File: config.mk
export PLATFORM = sky130hd
export DESIGN_NAME = uart_rx
export DESIGN_NICKNAME = d
export VERILOG_FILES = /design/src/rtl/uart_pkg.sv /design/src/rtl/uart_sync2.sv /design/src/rtl/uart_rx.sv
export SDC_FILE = /design/constraint.sdc
export NUM_CORES = 1
export LEC_CHECK = 0
export CAP_MARGIN = 20
export CELL_PAD_IN_SITES_DETAIL_PLACEMENT = 2
export CELL_PAD_IN_SITES_GLOBAL_PLACEMENT = 2
export CORE_ASPECT_RATIO = 1.75
export CORE_MARGIN = 10
export CORE_UTILIZATION = 36
export CTS_CLUSTER_DIAMETER = 50
export DETAILED_ROUTE_END_ITERATION = 6
export GPL_TIMING_DRIVEN = 0
export PLACE_DENSITY_LB_ADDON = 0.12
export SLEW_MARGIN = 15
export SYNTH_ARGS = -nofsm -noshare
export SYNTH_HDL_FRONTEND = slang
export SYNTH_SLANG_ARGS = --single-unit
File: constraint.sdc
create_clock -name clk_50m -period 3 [get_ports clk_50m]
set_input_delay 0.3 -clock clk_50m [delete_from_list [all_inputs] [get_ports clk_50m]]
set_output_delay 0.3 -clock clk_50m [all_outputs]
set_load 0.1 [all_outputs]
File: src/rtl/uart_pkg.sv
// ============================================================================
// uart_pkg : shared UART types and constants (rx FSM states, frame geometry)
// Revision : 1.0
// ============================================================================
`default_nettype none

package uart_pkg;

  localparam int UART_OVERSAMPLE = 16;
  localparam int UART_DATA_BITS  = 8;

  typedef enum logic [1:0] {
    IDLE  = 2'd0,
    START = 2'd1,
    DATA  = 2'd2,
    STOP  = 2'd3
  } rx_state_t;

endpackage

`default_nettype wire

File: src/rtl/uart_sync2.sv
// ============================================================================
// uart_sync2 : two-flop synchroniser for one asynchronous input, preset on rst
// Revision   : 1.0
// ============================================================================
`default_nettype none

module uart_sync2 #(
  parameter logic RST_VAL = 1'b1
) (
  input  logic clk,
  input  logic rst,
  input  logic d,
  output logic q
);

  logic r_meta;

  always_ff @(posedge clk) begin
    if (rst) begin
      r_meta <= RST_VAL;
      q      <= RST_VAL;
    end else begin
      r_meta <= d;
      q      <= r_meta;
    end
  end

endmodule

`default_nettype wire

File: src/rtl/uart_rx.sv
// ============================================================================
// uart_rx : 8N1 receiver on 16x oversample ticks, sticky rdy/frame_err/overrun
// Revision: 1.0
// ============================================================================
`default_nettype none

module uart_rx
  import uart_pkg::*;
#(
  parameter int DATA_BITS  = UART_DATA_BITS,
  parameter int OVERSAMPLE = UART_OVERSAMPLE
) (
  input  logic                 clk_50m,
  input  logic                 rst,
  input  logic                 rxclk_en,
  input  logic                 rx,
  input  logic                 rdy_clr,
  output logic [DATA_BITS-1:0] data,
  output logic                 rdy,
  output logic                 frame_err,
  output logic                 overrun
);

  localparam int TW = $clog2(OVERSAMPLE);
  localparam int BW = $clog2(DATA_BITS + 1);
  localparam logic [TW-1:0] C_TICK_MID  = TW'(OVERSAMPLE / 2 - 1);
  localparam logic [TW-1:0] C_TICK_LAST = TW'(OVERSAMPLE - 1);
  localparam logic [BW-1:0] C_BIT_LAST  = BW'(DATA_BITS - 1);

  rx_state_t            r_state, w_state_next;
  logic [TW-1:0]        r_tick_cnt, w_tick_next;
  logic [BW-1:0]        r_bit_cnt, w_bit_next;
  logic [DATA_BITS-1:0] r_shift;
  logic                 r_rx_prev;
  logic                 w_rx_s;
  logic                 w_shift_en, w_stop_good, w_stop_bad;

  uart_sync2 #(.RST_VAL(1'b1)) u_sync (
    .clk (clk_50m),
    .rst (rst),
    .d   (rx),
    .q   (w_rx_s)
  );

  always_ff @(posedge clk_50m) begin
    if (rst) begin
      r_state    <= IDLE;
      r_tick_cnt <= '0;
      r_bit_cnt  <= '0;
    end else begin
      r_state    <= w_state_next;
      r_tick_cnt <= w_tick_next;
      r_bit_cnt  <= w_bit_next;
    end
  end

  always_comb begin
    w_state_next = r_state;
    w_tick_next  = r_tick_cnt;
    w_bit_next   = r_bit_cnt;
    w_shift_en   = 1'b0;
    w_stop_good  = 1'b0;
    w_stop_bad   = 1'b0;
    if (rxclk_en) begin
      w_tick_next = r_tick_cnt + 1'b1;
      case (r_state)
        IDLE: begin
          // Falling edge only, so a line held low cannot restart a frame.
          w_tick_next = '0;
          if (!w_rx_s && r_rx_prev) w_state_next = START;
        end
        START: begin
          if (r_tick_cnt == C_TICK_MID) begin
            w_tick_next  = '0;
            w_bit_next   = '0;
            w_state_next = w_rx_s ? IDLE : DATA;
          end
        end
        DATA: begin
          if (r_tick_cnt == C_TICK_LAST) begin
            w_tick_next = '0;
            w_bit_next  = r_bit_cnt + 1'b1;
            w_shift_en  = 1'b1;
            if (r_bit_cnt == C_BIT_LAST) w_state_next = STOP;
          end
        end
        STOP: begin
          if (r_tick_cnt == C_TICK_LAST) begin
            w_tick_next  = '0;
            w_state_next = IDLE;
            w_stop_good  = w_rx_s;
            w_stop_bad   = !w_rx_s;
          end
        end
        default: w_state_next = IDLE;
      endcase
    end
  end

  always_ff @(posedge clk_50m) begin
    if (rst) begin
      r_rx_prev <= 1'b1;
      r_shift   <= '0;
      data      <= '0;
      rdy       <= 1'b0;
      frame_err <= 1'b0;
      overrun   <= 1'b0;
    end else begin
      if (rxclk_en) r_rx_prev <= w_rx_s;
      if (w_shift_en) r_shift <= {w_rx_s, r_shift[DATA_BITS-1:1]};
      if (w_stop_good) begin
        data      <= r_shift;
        frame_err <= 1'b0;
        rdy       <= 1'b1;
        // A simultaneous acknowledge means the previous byte was consumed.
        if (rdy_clr)  overrun <= 1'b0;
        else if (rdy) overrun <= 1'b1;
      end else begin
        if (w_stop_bad) frame_err <= 1'b1;
        if (rdy_clr) begin
          rdy     <= 1'b0;
          overrun <= 1'b0;
        end
      end
    end
  end

endmodule

`default_nettype wire

* Word level (Yosys, flattened, before mapping) *
Index checks and enable logic that the tools add are counted.

word-level totals
  flip-flop bits (word level) = 32
  output and inout bits = 11
  input port bits = 5
  logic and storage cells = 62

operators by class
  reduce and logical (&&, ||, !) cells = 11
  equal/unequal tests = 11
  multiplexer cells = 27
  add/subtract/negate cells = 2

operator list
  operator                                                                number
  4-bit two-way mux                                                       4
  1-bit two-way mux                                                       14
  2-bit two-way mux                                                       6
  4-bit case mux with 3 select lines                                      1
  2-bit inequality test (second input constant)                           5
  4-bit by 1-bit adder with 4-bit output (second input constant)          2
  4-bit by 3-bit equality test with 1-bit output (second input constant)  2
  2-bit case mux with 4 select lines                                      1
  4-bit case mux with 2 select lines                                      1
  6-bit AND reduction                                                     1
  2-bit nonzero test                                                      3
  2-bit equality test (second input constant)                             2
  4-bit equality test (second input constant)                             1
  4-bit AND reduction                                                     1
  2-bit OR reduction                                                      2
  2-bit by 1-bit equality test with 1-bit output (second input constant)  1
  2-bit zero test                                                         1
  2-bit AND reduction                                                     1
  1-bit logical AND                                                       1
  1-bit zero test                                                         1

* Depth between registers and ports, before layout *
Gate-level depths: netlist of run 1.

  word-level depth = 6
  depth in mapped cells = 6
  depth with buffers taken out = 5

* Cells and area by module *
A second synthesis of run 1 with hierarchy kept.

unflattened totals
  cell total of the unflattened synthesis = 152
  area total of the unflattened synthesis = 1331.3 um2

modules (own cells, without submodules)
  module      sequential area each (um2)  area each (um2)  instances  cells an instance
  uart_rx     600.6                       1278.7           1          148
  uart_sync2  40.0                        52.6             1          4

* Worst setup path before layout of run 1 *
No wires, ideal clock.

  path kind = register -> register
  start = register r_tick_cnt[0]
  end = register r_shift[0]
  period minus slack after synthesis = 1512 ps
  library setup time = 128 ps
  path slack = 1488 ps
  path buffers = 0
  stages on the path, launching flop included = 6
  data required time = 2872 ps
  data arrival time = 1384 ps
  path through = dfxtp_1 -> ha_1 -> nand3_4 -> nor3_4 -> mux2i_1 -> nor2_1

on the way
  word-level cells in the longest chain between the ends = 4

RTL lines
  item                    line            text
  from (decl)             uart_rx.sv:31   logic [TW-1:0] r_tick_cnt, w_tick_next;
  from (signal assigned)  uart_rx.sv:52   r_tick_cnt <= w_tick_next;
  4-bit equality test     uart_rx.sv:80   if (r_tick_cnt == C_TICK_LAST) begin
  1-bit two-way mux       uart_rx.sv:80
  1-bit two-way mux       uart_rx.sv:66   case (r_state)
  1-bit two-way mux       uart_rx.sv:64   if (rxclk_en) begin
  to (signal assigned)    uart_rx.sv:110  if (w_shift_en) r_shift <= {w_rx_s, r_shift[DATA_BITS-1:1]};
  to (decl)               uart_rx.sv:33   logic [DATA_BITS-1:0] r_shift;

Every way passes these cells.
A chain may end at the register's enable or synchronous reset.

* Final worst setup path of run 1 *
  start = register data[5]
  end = output data[5]

RTL lines
  item                    line            text
  from (decl)             uart_rx.sv:18   output logic [DATA_BITS-1:0] data,
  from (signal assigned)  uart_rx.sv:112  data <= r_shift;

No word-level cell between the ends.

==> results of run 1 <==
## cell usage in the layout (no fill, tap or decap), types with 2 or more instances in the layout
cell             count
nor2b_1              2
inv_1                3
clkbuf_8             6
a21oi_1              7
buf_2                4
nor3_1               3
nand2b_1             3
clkdlybuf4s50_1     14
a211oi_2             2
nor4b_1              2
ha_1                 2
nor2_1              26
nand4_1              2
nand2_1              8
mux2i_1             17
nand3_1              2
o21ai_0              4
nand3b_1             2
clkbuf_1             6
or2_2                2
xnor2_1              3
dfxtp_1             32
## sequential cells by signal, indices dropped and copies added (netlist names), named ones only
name and count:
r_rx_prev 1, r_state 1, u_sync.q 1, rdy 1, r_bit_cnt 4, u_sync.r_meta 1
r_shift 8, frame_err 1, data 8, overrun 1, r_tick_cnt 4
## logic make-up (layout without fill, tap and decap cells)
logic type	after synthesis	after routing	share of synthesized area, %
multiplexers	17	17	12.3
flip-flops	32	32	46.4
AO/OA/AOI/OAI	23	23	11.6
AND/OR/NAND/NOR	58	58	22.1
XOR/XNOR	3	3	1.90
buffers and inverters	12	34	3.89
adder cells (fa/ha/maj)	2	2	1.81
## layer usage
| layer | vias up | global-route usage [%] | part of all wire [%] |
|---|---|---|---|
| li1 | 550 | - | - |
| met1 | 572 | 12.0 | 37 |
| met2 | 13 | 23.5 | 58 |
| met3 | 5 | 3.83 | 3.0 |
| met4 | 0 | 4.86 | 1.8 |
| met5 | - | 0 | 0 |
## worst max path at each step
stage                                from                 endpoint  slack, ns  depth (start not counted)
2_1_floorplan  r_tick_cnt[0]$_SDFFE_PP0P_  r_shift[0]$_SDFFE_PP0P_       1.49                          5
3_5_place_dp                          rst     data[6]$_SDFFE_PP0P_       1.07                          4
5_1_grt              data[5]$_SDFFE_PP0P_                  data[5]       0.86                          1
3_3_place_gp                          rst     data[0]$_SDFFE_PP0P_       1.15                          4
6_report             data[5]$_SDFFE_PP0P_                  data[5]       0.92                          1
4_1_cts              data[5]$_SDFFE_PP0P_                  data[5]       0.89                          1
## where the power goes
| group | switching [uW] | internal [uW] |
|---|---|---|
| Clock | 155 | 187 |
| Combinational | 15.9 | 9.66 |
| Sequential | 1.95 | 428 |
| Total | 173 | 624 |
## per-stage QoR
stage | cell area (sq um) | power, uW
after floorplan | 1380 | 454
after global placement | 1580 | 464
after detailed placement | 1580 | 465
after CTS | 1670 | 808
after global routing | 1670 | 830
final | 1670 | 797
## area by class of cell
cell class              instances  area, sq um
fillers                       413         2000
multi-input cells             103          687
flip-flops and latches         32          641
repair buffers                 14          140
clock buffers                   8         90.1
well taps                      46         57.6
plain buffers                   9         42.5
inverters                       3         11.3
## tightest hold or removal path, stage by stage
cell and delay, ns:
buf_2 0.17, o211ai_1 0.12, a21oi_1 0.06
==> reports/qor.yml, run 1 <==
synthesis:
  ys.flop_type: "dfxtp_1"
  syn_area_per_cell_sq_um: 9.40
  ys_types: 37
  synthTopCellsByArea: "dfxtp_1 46%, mux2i_1 12%, nor2_1 7.1%"
  netlist.area_leader.share_pct: 46.4
  synth_nets: 154
  ys_seq_area_share_pct: 46.4
  yosysTopAreaCell: "dfxtp_1"
  synth_edf_count: 0
  yosysMostFrequentCell: "dfxtp_1"
  netlist_instances: 147
  ys_warn_count: 0
  synth_top_cells_by_count: "32 x dfxtp_1, 26 x nor2_1, 17 x mux2i_1, 8 x nand2_1, 7 x a21oi_1"
  synth.ff_latch_count: 32
  async_reset_ff_share_pct: 0
  netlist_area_sq_um: 1380
run:
  cap_violations: 0
critical_path:
  critPathLaunchType: "flop"
  crit_buf_inv: 1
  crit_slowest_cell: "clkdlybuf4s50_1"
  critPathKind: "reg2out"
  path_delay_family: "buffers and inverters"
  cp.arrival_ns: 1.78
  r2r_cells: 6
  critPathMaxFanout: 2
  cpPeakStageDelay_ns: 1.15
  critPathCaptureType: "output port"
  reg2reg_to: "data[5]$_SDFFE_PP0P_"
  crit_required_ns: 2.70
  r2r-start: "r_tick_cnt[0]$_SDFFE_PP0P_"
  r2r_setup_slack_ns: 1.16
  crit_chain: "clkdlybuf4s50_1"
sta:
  rsz0062_at_grt: "false"
  max_freq_mhz: 480
  fin_ws_ns: 0.916
  fin_skew_ns: 0.00734
  maxSlewHeadroom_pct: 33.6
  drv_slew: 0
  fin_crit_sh_pct: 69.5
  setup_violations: 0
  tns_ns: 0
  worst_pin_slew_ns: 0.993
  hold_viol: 0
  min_period_ns: 2.08
  whs_ns: 0.420
clocking:
  cts_tree: "yes"
  cts_root_buffer: "clkbuf_8"
  path_clk_slew_ns: 0.07
  cts_hold_buf: 0
  cts_max_level: 2
  clockBufferDepth: 2
  post_cts_resized: 0
  cts_buffers: 5
  post_cts_buffers: 0
  clock_sinks: 32
  clk_latency_ns: 0.29
final_layout:
  nNetsFinal: 175
  fin_util_pct: 45.5
  num_antenna_cells: 0
  area_growth_syn_to_layout_pct: 20.8
  fin_cells: 215
  drive_gt1_share_pct: 10.7
worst_hold_path:
  hold_path_end: "r_tick_cnt[1]$_SDFFE_PP0P_"
  min_from: "rxclk_en"
  whs_path_depth: 3
  min_path_type: "in2reg"
detailed_routing:
  wl_per_cell_microns: 17.9
  avgViaCountPerCell: 5.30
  drc: 0
  drtAntennaViolNets: 0
  first_pass_iters: 2
  drt-initial-drc-count: 34
  wirelength_microns: 3840
  dr_total_vias: 1140
global_route:
  first_global_vias: 1265
  grt_max_degree: 11
  antenna_found_initial: 0
  grt_pass1_wl_microns: 6480
  overflow: 0
  gr-usage-all-layers_pct: 12.5
placement:
  numPlacedInstances: 207
  pre_cts_ws_ns: 1.07
  gp_congestion: 0.799
  portBuffers: 14
  hpwl_microns: 2840
power:
  peakVddDrop_mv: 0.432
  p_leak_uw: 0.000600
  p_per_area_nw_per_um2: 477
floorplan:
  start_util_pct: 37.7
  die_area_sq_um: 6810
  io_pins: 16
  rows: 29
  die_h_microns: 102
  die_w_microns: 66.8
  core_sq_um: 3660
run_status:
  outcome: "complete, no violations"
Note: power is estimated with default switching activity, not from simulation.
==> run 2: changes to the inputs <==
Settings changed: CORE_UTILIZATION 36 to 30.
Clock period 3 ns to 1.8 ns, I/O delays scaled along.
==> run 2 against run 1 <==
  * Global-route usage down 1.9 points
  * Non-clock buffer count increased by 1
  * Wire length decreased by 0.81%
  * Power grew 91%
  * Via count increased by 0.96%
  * First-iteration DRC count up 26%
  * Final cell count increased by 2.8%
  * Sequential share of layout area shrank 1.3 points
  * Sequential power increased by 67%
  * Combinational power up 67%
  * Utilization down 6.6 points
  * Critical endpoint is now rdy
  * Largest cell class unchanged
==> reports/qor.yml, run 2 (synthesized netlist as in run 1, its figures left out) <==
final_layout:
  top_regs: "data x8, r_shift x8"  # unchanged
  num_antenna_cells: 0  # unchanged
  final_area_sq_um: 1730  # was 1670 sq um
  final_common_cell: "dfxtp_1"  # unchanged
  area_growth_syn_to_layout_pct: 25.4  # was 20.8%
  final_cell_mix: "31 x dfxtp_1, 26 x nor2_1, 17 x mux2i_1, 11 x dlygate4sd2_1, 8 x nand2_1"  # was 32 x dfxtp_1, 26 x nor2_1, 17 x mux2i_1, 14 x clkdlybuf4s50_1, 8 x nand2_1
  drive_gt1_share_pct: 13.5  # was 10.7%
  nNetsFinal: 176  # was 175
placement:
  placed_area_sq_um: 1590  # was 1580 sq um
  gp_congestion: 0.731  # was 0.799
  hpwl_microns: 2830  # was 2840 microns
  portBuffers: 14  # unchanged
power:
  p_leak_uw: 0.000682  # was 0.000600 uW
  total_power_uw: 1520  # was 797 uW
  intPower_uw: 1220  # was 624 uW
  swShare_pct: 20.2  # was 21.7%
  peakVddDrop_mv: 0.586  # was 0.432 mV
  p_per_area_nw_per_um2: 880  # was 477 nW/um^2
  p_seq_share_pct: 46.9  # was 53.9%
  p_clk_share_pct: 50.3  # was 42.9%
  p_comb_share_pct: 2.8  # was 3.2%
  switchingPower_uw: 308  # was 173 uW
sta:
  rsz0062_at_grt: "false"  # unchanged
  fin_skew_ns: 0.00634  # was 0.00734 ns
  maxSlewHeadroom_pct: 35.7  # was 33.6%
  drv_slew: 0  # unchanged
  tns_ns: 0  # unchanged
  hold_viol: 0  # unchanged
  setup_violations: 0  # unchanged
  whs_ns: 0.276  # was 0.420 ns
  min_period_ns: 1.69
  max_freq_mhz: 590
  worst_pin_slew_ns: 0.968  # was 0.993 ns
  fin_crit_sh_pct: 94.1
worst_hold_path:
  hold_path_end: "r_rx_prev$_SDFFE_PP1P_"  # was r_tick_cnt[1]$_SDFFE_PP0P_
  whs_path_depth: 2  # was 3
  min_from: "rxclk_en"  # unchanged
  min_path_type: "in2reg"  # unchanged
detailed_routing:
  drt-initial-drc-count: 43  # was 34
  dr_total_vias: 1151  # was 1140
  drc: 0  # unchanged
  drtAntennaViolNets: 0  # unchanged
  first_pass_iters: 4  # was 2
  wl_per_cell_microns: 17.2  # was 17.9 microns
  avgViaCountPerCell: 5.21  # was 5.30
  wirelength_microns: 3810  # was 3840 microns
critical_path:
  r2r_setup_slack_ns: 0.16  # was 1.16 ns
  cpPeakStageDelay_ns: 0.87  # was 1.15 ns
  reg2reg_to: "data[7]$_SDFFE_PP0P_"  # was data[5]$_SDFFE_PP0P_
  critPathCaptureType: "output port"  # unchanged
  crit_required_ns: 1.62  # was 2.70 ns
  r2r-start: "r_tick_cnt[1]$_SDFFE_PP0P_"  # was r_tick_cnt[0]$_SDFFE_PP0P_
  critPathMaxFanout: 3  # was 2
  r2r_cells: 6  # unchanged
  critPathLaunchType: "flop"  # unchanged
  cp.arrival_ns: 1.51  # was 1.78 ns
  crit_slowest_cell: "dlygate4sd2_1"  # was clkdlybuf4s50_1
  crit_buf_inv: 1  # unchanged
  crit_chain: "dlygate4sd2_1"  # was clkdlybuf4s50_1
  critPathKind: "reg2out"  # unchanged
  path_delay_family: "buffers and inverters"  # unchanged
global_route:
  overflow: 0  # unchanged
  grt_pass1_wl_microns: 6660  # was 6480 microns
  gr-usage-all-layers_pct: 10.6  # was 12.5%
  first_global_vias: 1303  # was 1265
  antenna_found_initial: 0  # unchanged
  grt_max_degree: 11  # unchanged
floorplan:
  rows: 32  # was 29
  die_h_microns: 110  # was 102 microns
  io_pins: 16  # unchanged
  core_sq_um: 4440  # was 3660 sq um
  die_area_sq_um: 7830  # was 6810 sq um
  start_util_pct: 31.1  # was 37.7%
  die_w_microns: 71.3  # was 66.8 microns
clocking:
  clock_sinks: 32  # unchanged
  cts_tree: "yes"  # unchanged
  path_clk_slew_ns: 0.07  # about the same
  clockBufferDepth: 2  # unchanged
  clk_latency_ns: 0.29  # about the same
  cts_max_level: 2  # unchanged
  cts_root_buffer: "clkbuf_8"  # unchanged
  cts_buffers: 5  # unchanged
run_status:
  outcome: "complete, no violations"  # unchanged
run:
  cap_violations: 0  # unchanged
-- run 2: cell types whose count changed in the layout (fill, tap and decap cells not counted), sizes merged --
cell and change:
dlygate4sd2 +11, buf +1, bufinv +1, clkbuf -1, clkdlybuf4s50 -11
-- run 2: how the worst max path moves through the flow --
stage	cells past startpoint	endpoint	start	slack, ns
after floorplan	5	r_shift[0]$_SDFFE_PP0P_	r_tick_cnt[0]$_SDFFE_PP0P_	0.29
after global placement	4	data[0]$_SDFFE_PP0P_	rst	-0.01
after detailed placement	4	data[4]$_SDFFE_PP0P_	rst	-0.04
after CTS	6	data[4]$_SDFFE_PP0P_	r_tick_cnt[0]$_SDFFE_PP0P_	0.005
after global routing	6	data[4]$_SDFFE_PP0P_	r_tick_cnt[1]$_SDFFE_PP0P_	0.02
final	1	rdy	rdy$_SDFFE_PP0P_	0.11
-- run 2: final cells by class --
| cell class | count | area, sq um |
|---|---|---|
| fill | 490 | 2710 |
| multi-input combinational | 103 | 699 |
| sequential | 32 | 642 |
| timing repair buffer | 15 | 146 |
| clock buffer | 7 | 96.3 |
| tap | 51 | 63.8 |
| buffer | 9 | 42.5 |
| clock inverter | 1 | 30.0 |
| inverter | 3 | 11.3 |
-- run 2: stage by stage --
stage / utilization, % / worst slack [ns] / std cells
floorplan: - / 0.288 / 147
global placement: 35.7 / -0.0118 / 212
detailed placement: 35.7 / -0.0436 / 212
CTS: 38.7 / 0.00485 / 221
global route: 39.0 / 0.0224 / 221
finish: 39.0 / 0.106 / 221
-- run 2: what timing repair did --
action,4_1_cts,5_1_grt
gates resized for setup,11,3
cloned,0,0
hold buffers,0,0
setup buffers,1,0
endpoints found under the setup margin,18,16
pin swaps,1,0
-- run 2: metal layers --
layer,GRT usage (%),up-vias,wire (microns)
met5,0,-,0
met4,4.17,0,63
met3,3.25,8,134
met2,20.4,15,2240
met1,9.96,576,1370
li1,-,552,-
-- run 2: power groups by stage --
stage               Clock, uW  Sequential [uW]  Combinational [uW]
finish                    766              716                42.8
floorplan                   0              730                25.8
global route              814              716                47.7
detailed placement          0              731                43.8
CTS                       785              715                44.1
global placement            0              731                42.3
==> run 3: changes to the inputs <==
Settings changed: CORE_MARGIN 10 to 4, CORE_UTILIZATION 30 to 34, DONT_BUFFER_PORTS set to 1, TNS_END_PERCENT set to 100.
==> run 3 against run 2 <==
  * Worst hold slack worse by 0.18 ns
  * Sequential cell count unchanged
  * First-iteration DRC count down 77%
  * Wire length down 9.1%
  * Clock power down 30%
  * Largest cell class unchanged
  * Worst setup slack better by 0.062 ns
  * Final cell count down 6.8%
  * Critical path depth up 5
==> reports/qor.yml, run 3 (synthesized netlist as in run 1, its figures left out) <==
floorplan:
  start_util_pct: 35.4  # was 31.1%
  die_w_microns: 56.2  # was 71.3 microns
  die_h_microns: 92.3  # was 110 microns
  die_area_sq_um: 5190  # was 7830 sq um
  io_pins: 16  # unchanged
  core_sq_um: 3900  # was 4440 sq um
  rows: 30  # was 32
detailed_routing:
  wl_per_cell_microns: 16.8  # was 17.2 microns
  drt-initial-drc-count: 10  # was 43
  drc: 0  # unchanged
  drtAntennaViolNets: 0  # unchanged
  first_pass_iters: 4  # unchanged
  wirelength_microns: 3460  # was 3810 microns
  dr_total_vias: 1081  # was 1151
  avgViaCountPerCell: 5.25  # was 5.21
clocking:
  cts_root_buffer: "clkbuf_8"  # unchanged
  path_clk_slew_ns: 0.07  # about the same
  cts_tree: "yes"  # unchanged
  cts_max_level: 2  # unchanged
  clock_sinks: 32  # unchanged
  clockBufferDepth: 2  # unchanged
  clk_latency_ns: 0.28  # was 0.29 ns
  cts_buffers: 5  # unchanged
sta:
  hold_viol: 0  # unchanged
  drv_slew: 0  # unchanged
  setup_violations: 0  # unchanged
  max_freq_mhz: 613  # was 590 MHz
  fin_crit_sh_pct: 90.7  # was 94.1%
  maxSlewHeadroom_pct: 32.7  # was 35.7%
  fin_skew_ns: 0.00810  # was 0.00634 ns
  fin_ws_ns: 0.168  # was 0.106 ns
  min_period_ns: 1.63  # was 1.69 ns
  tns_ns: 0  # unchanged
  rsz0062_at_grt: "false"  # unchanged
  worst_pin_slew_ns: 1.01  # was 0.968 ns
global_route:
  overflow: 0  # unchanged
  grt_max_degree: 12  # was 11
  grt_pass1_wl_microns: 5930  # was 6660 microns
  gr-usage-all-layers_pct: 14.7  # was 10.6%
  antenna_found_initial: 0  # unchanged
  first_global_vias: 1198  # was 1303
critical_path:
  cpPeakStageDelay_ns: 0.40  # was 0.87 ns
  critPathKind: "reg2reg"  # was reg2out
  crit_chain: "ha_4, and4_2, nand4_1, buf_4, mux2i_1, nor2_1"  # was dlygate4sd2_1
  cp.arrival_ns: 1.79  # was 1.51 ns
  critPathMaxFanout: 9  # was 3
  path_delay_family: "simple AND/OR/NAND/NOR gates"  # was buffers and inverters
  crit_required_ns: 1.96  # was 1.62 ns
  crit_buf_inv: 1  # unchanged
  crit_slowest_cell: "dfxtp_1"  # was dlygate4sd2_1
  critPathCaptureType: "flop"  # was output port
  critPathLaunchType: "flop"  # unchanged
final_layout:
  fillerInstances: 430  # was 490
  area_growth_syn_to_layout_pct: 14.7  # was 25.4%
  nNetsFinal: 164  # was 176
  top_regs: "data x8, r_shift x8"  # unchanged
  final_common_cell: "dfxtp_1"  # unchanged
  fin_util_pct: 40.6  # was 39.0%
  drive_gt1_share_pct: 15.2  # was 13.5%
  num_antenna_cells: 0  # unchanged
  final_area_sq_um: 1580  # was 1730 sq um
  final_cell_mix: "31 x dfxtp_1, 26 x nor2_1, 17 x mux2i_1, 8 x nand2_1, 7 x a21oi_1"  # was 31 x dfxtp_1, 26 x nor2_1, 17 x mux2i_1, 11 x dlygate4sd2_1, 8 x nand2_1
power:
  total_power_uw: 1290  # was 1520 uW
  p_leak_uw: 0.000571  # was 0.000682 uW
  p_per_area_nw_per_um2: 817  # was 880 nW/um^2
  peakVddDrop_mv: 0.466  # was 0.586 mV
worst_hold_path:
  min_path_type: "in2reg"  # unchanged
placement:
  gp_congestion: 0.784  # was 0.731
  pre_cts_ws_ns: 0.00561  # was -0.0436 ns
  placed_area_sq_um: 1440  # was 1590 sq um
  portBuffers: 0  # was 14
  hpwl_microns: 2530  # was 2830 microns
run:
  cap_violations: 0  # unchanged
run_status:
  outcome: "complete, no violations"  # unchanged
-- run 3: worst reg2reg max path: cells and delay by family (launching register included) --
kind          cells  cell delay, ns
fa+ha+maj         1            0.21
flops             1            0.40
buf+inv           1            0.23
simple gates      3            0.49
mux               1            0.19
-- run 3: cell type report --
class | count | area, sq um | share of cell area [%]
plain buffers | 9 | 42.5 | 2.69
repair buffers | 3 | 40.0 | 2.53
clock inverters | 3 | 18.8 | 1.18
clock buffers | 5 | 68.8 | 4.34
flip-flops and latches | 32 | 642 | 40.5
multi-input cells | 103 | 701 | 44.2
inverters | 3 | 11.3 | 0.711
well taps | 48 | 60.1 | 3.79
-- run 3: what timing repair did --
item	4_1_cts	5_1_grt
setup buffers	0	1
hold buffers	1	1
gates cloned	0	0
endpoints found under the hold margin	1	1
resized for setup	1	3
endpoints found under the setup margin	14	16
pin swaps	0	1
-- run 3: power breakdown --
part	total (uW)	leakage, uW	switching [uW]	internal, uW
Combinational	37.7	0.000264	24.2	13.5
Clock	540	0.0000479	272	269
Sequential	716	0.000259	3.41	712
-- run 3: worst paths after layout --
path | from | to | slack [ns] | cells after the start
setup / recovery | r_tick_cnt[1]$_SDFFE_PP0P_ | data[5]$_SDFFE_PP0P_ | 0.17 | 6
hold / removal | rdy_clr | rdy$_SDFFE_PP0P_ | 0.1 | 2
setup reg to reg | r_tick_cnt[1]$_SDFFE_PP0P_ | data[5]$_SDFFE_PP0P_ | 0.17 | 6
hold reg to reg | u_sync.r_meta$_SDFF_PP1_ | u_sync.q$_SDFF_PP1_ | 0.42 | 1
-- run 3: stage by stage --
stage	hold slack, ns	cells
after global placement	0.260	195
final	0.0987	206
after detailed placement	0.265	195
after global routing	0.0969	206
after CTS	0.00277	204
after floorplan	0.259	147
-- run 3: per-layer routing --
metal,part of all wire (%),wire length [microns],global-route usage (%)
met5,0,0,0
met4,2.0,68,6.53
met3,3.7,127,3.77
met2,57,1990,27.3
met1,37,1280,15.1
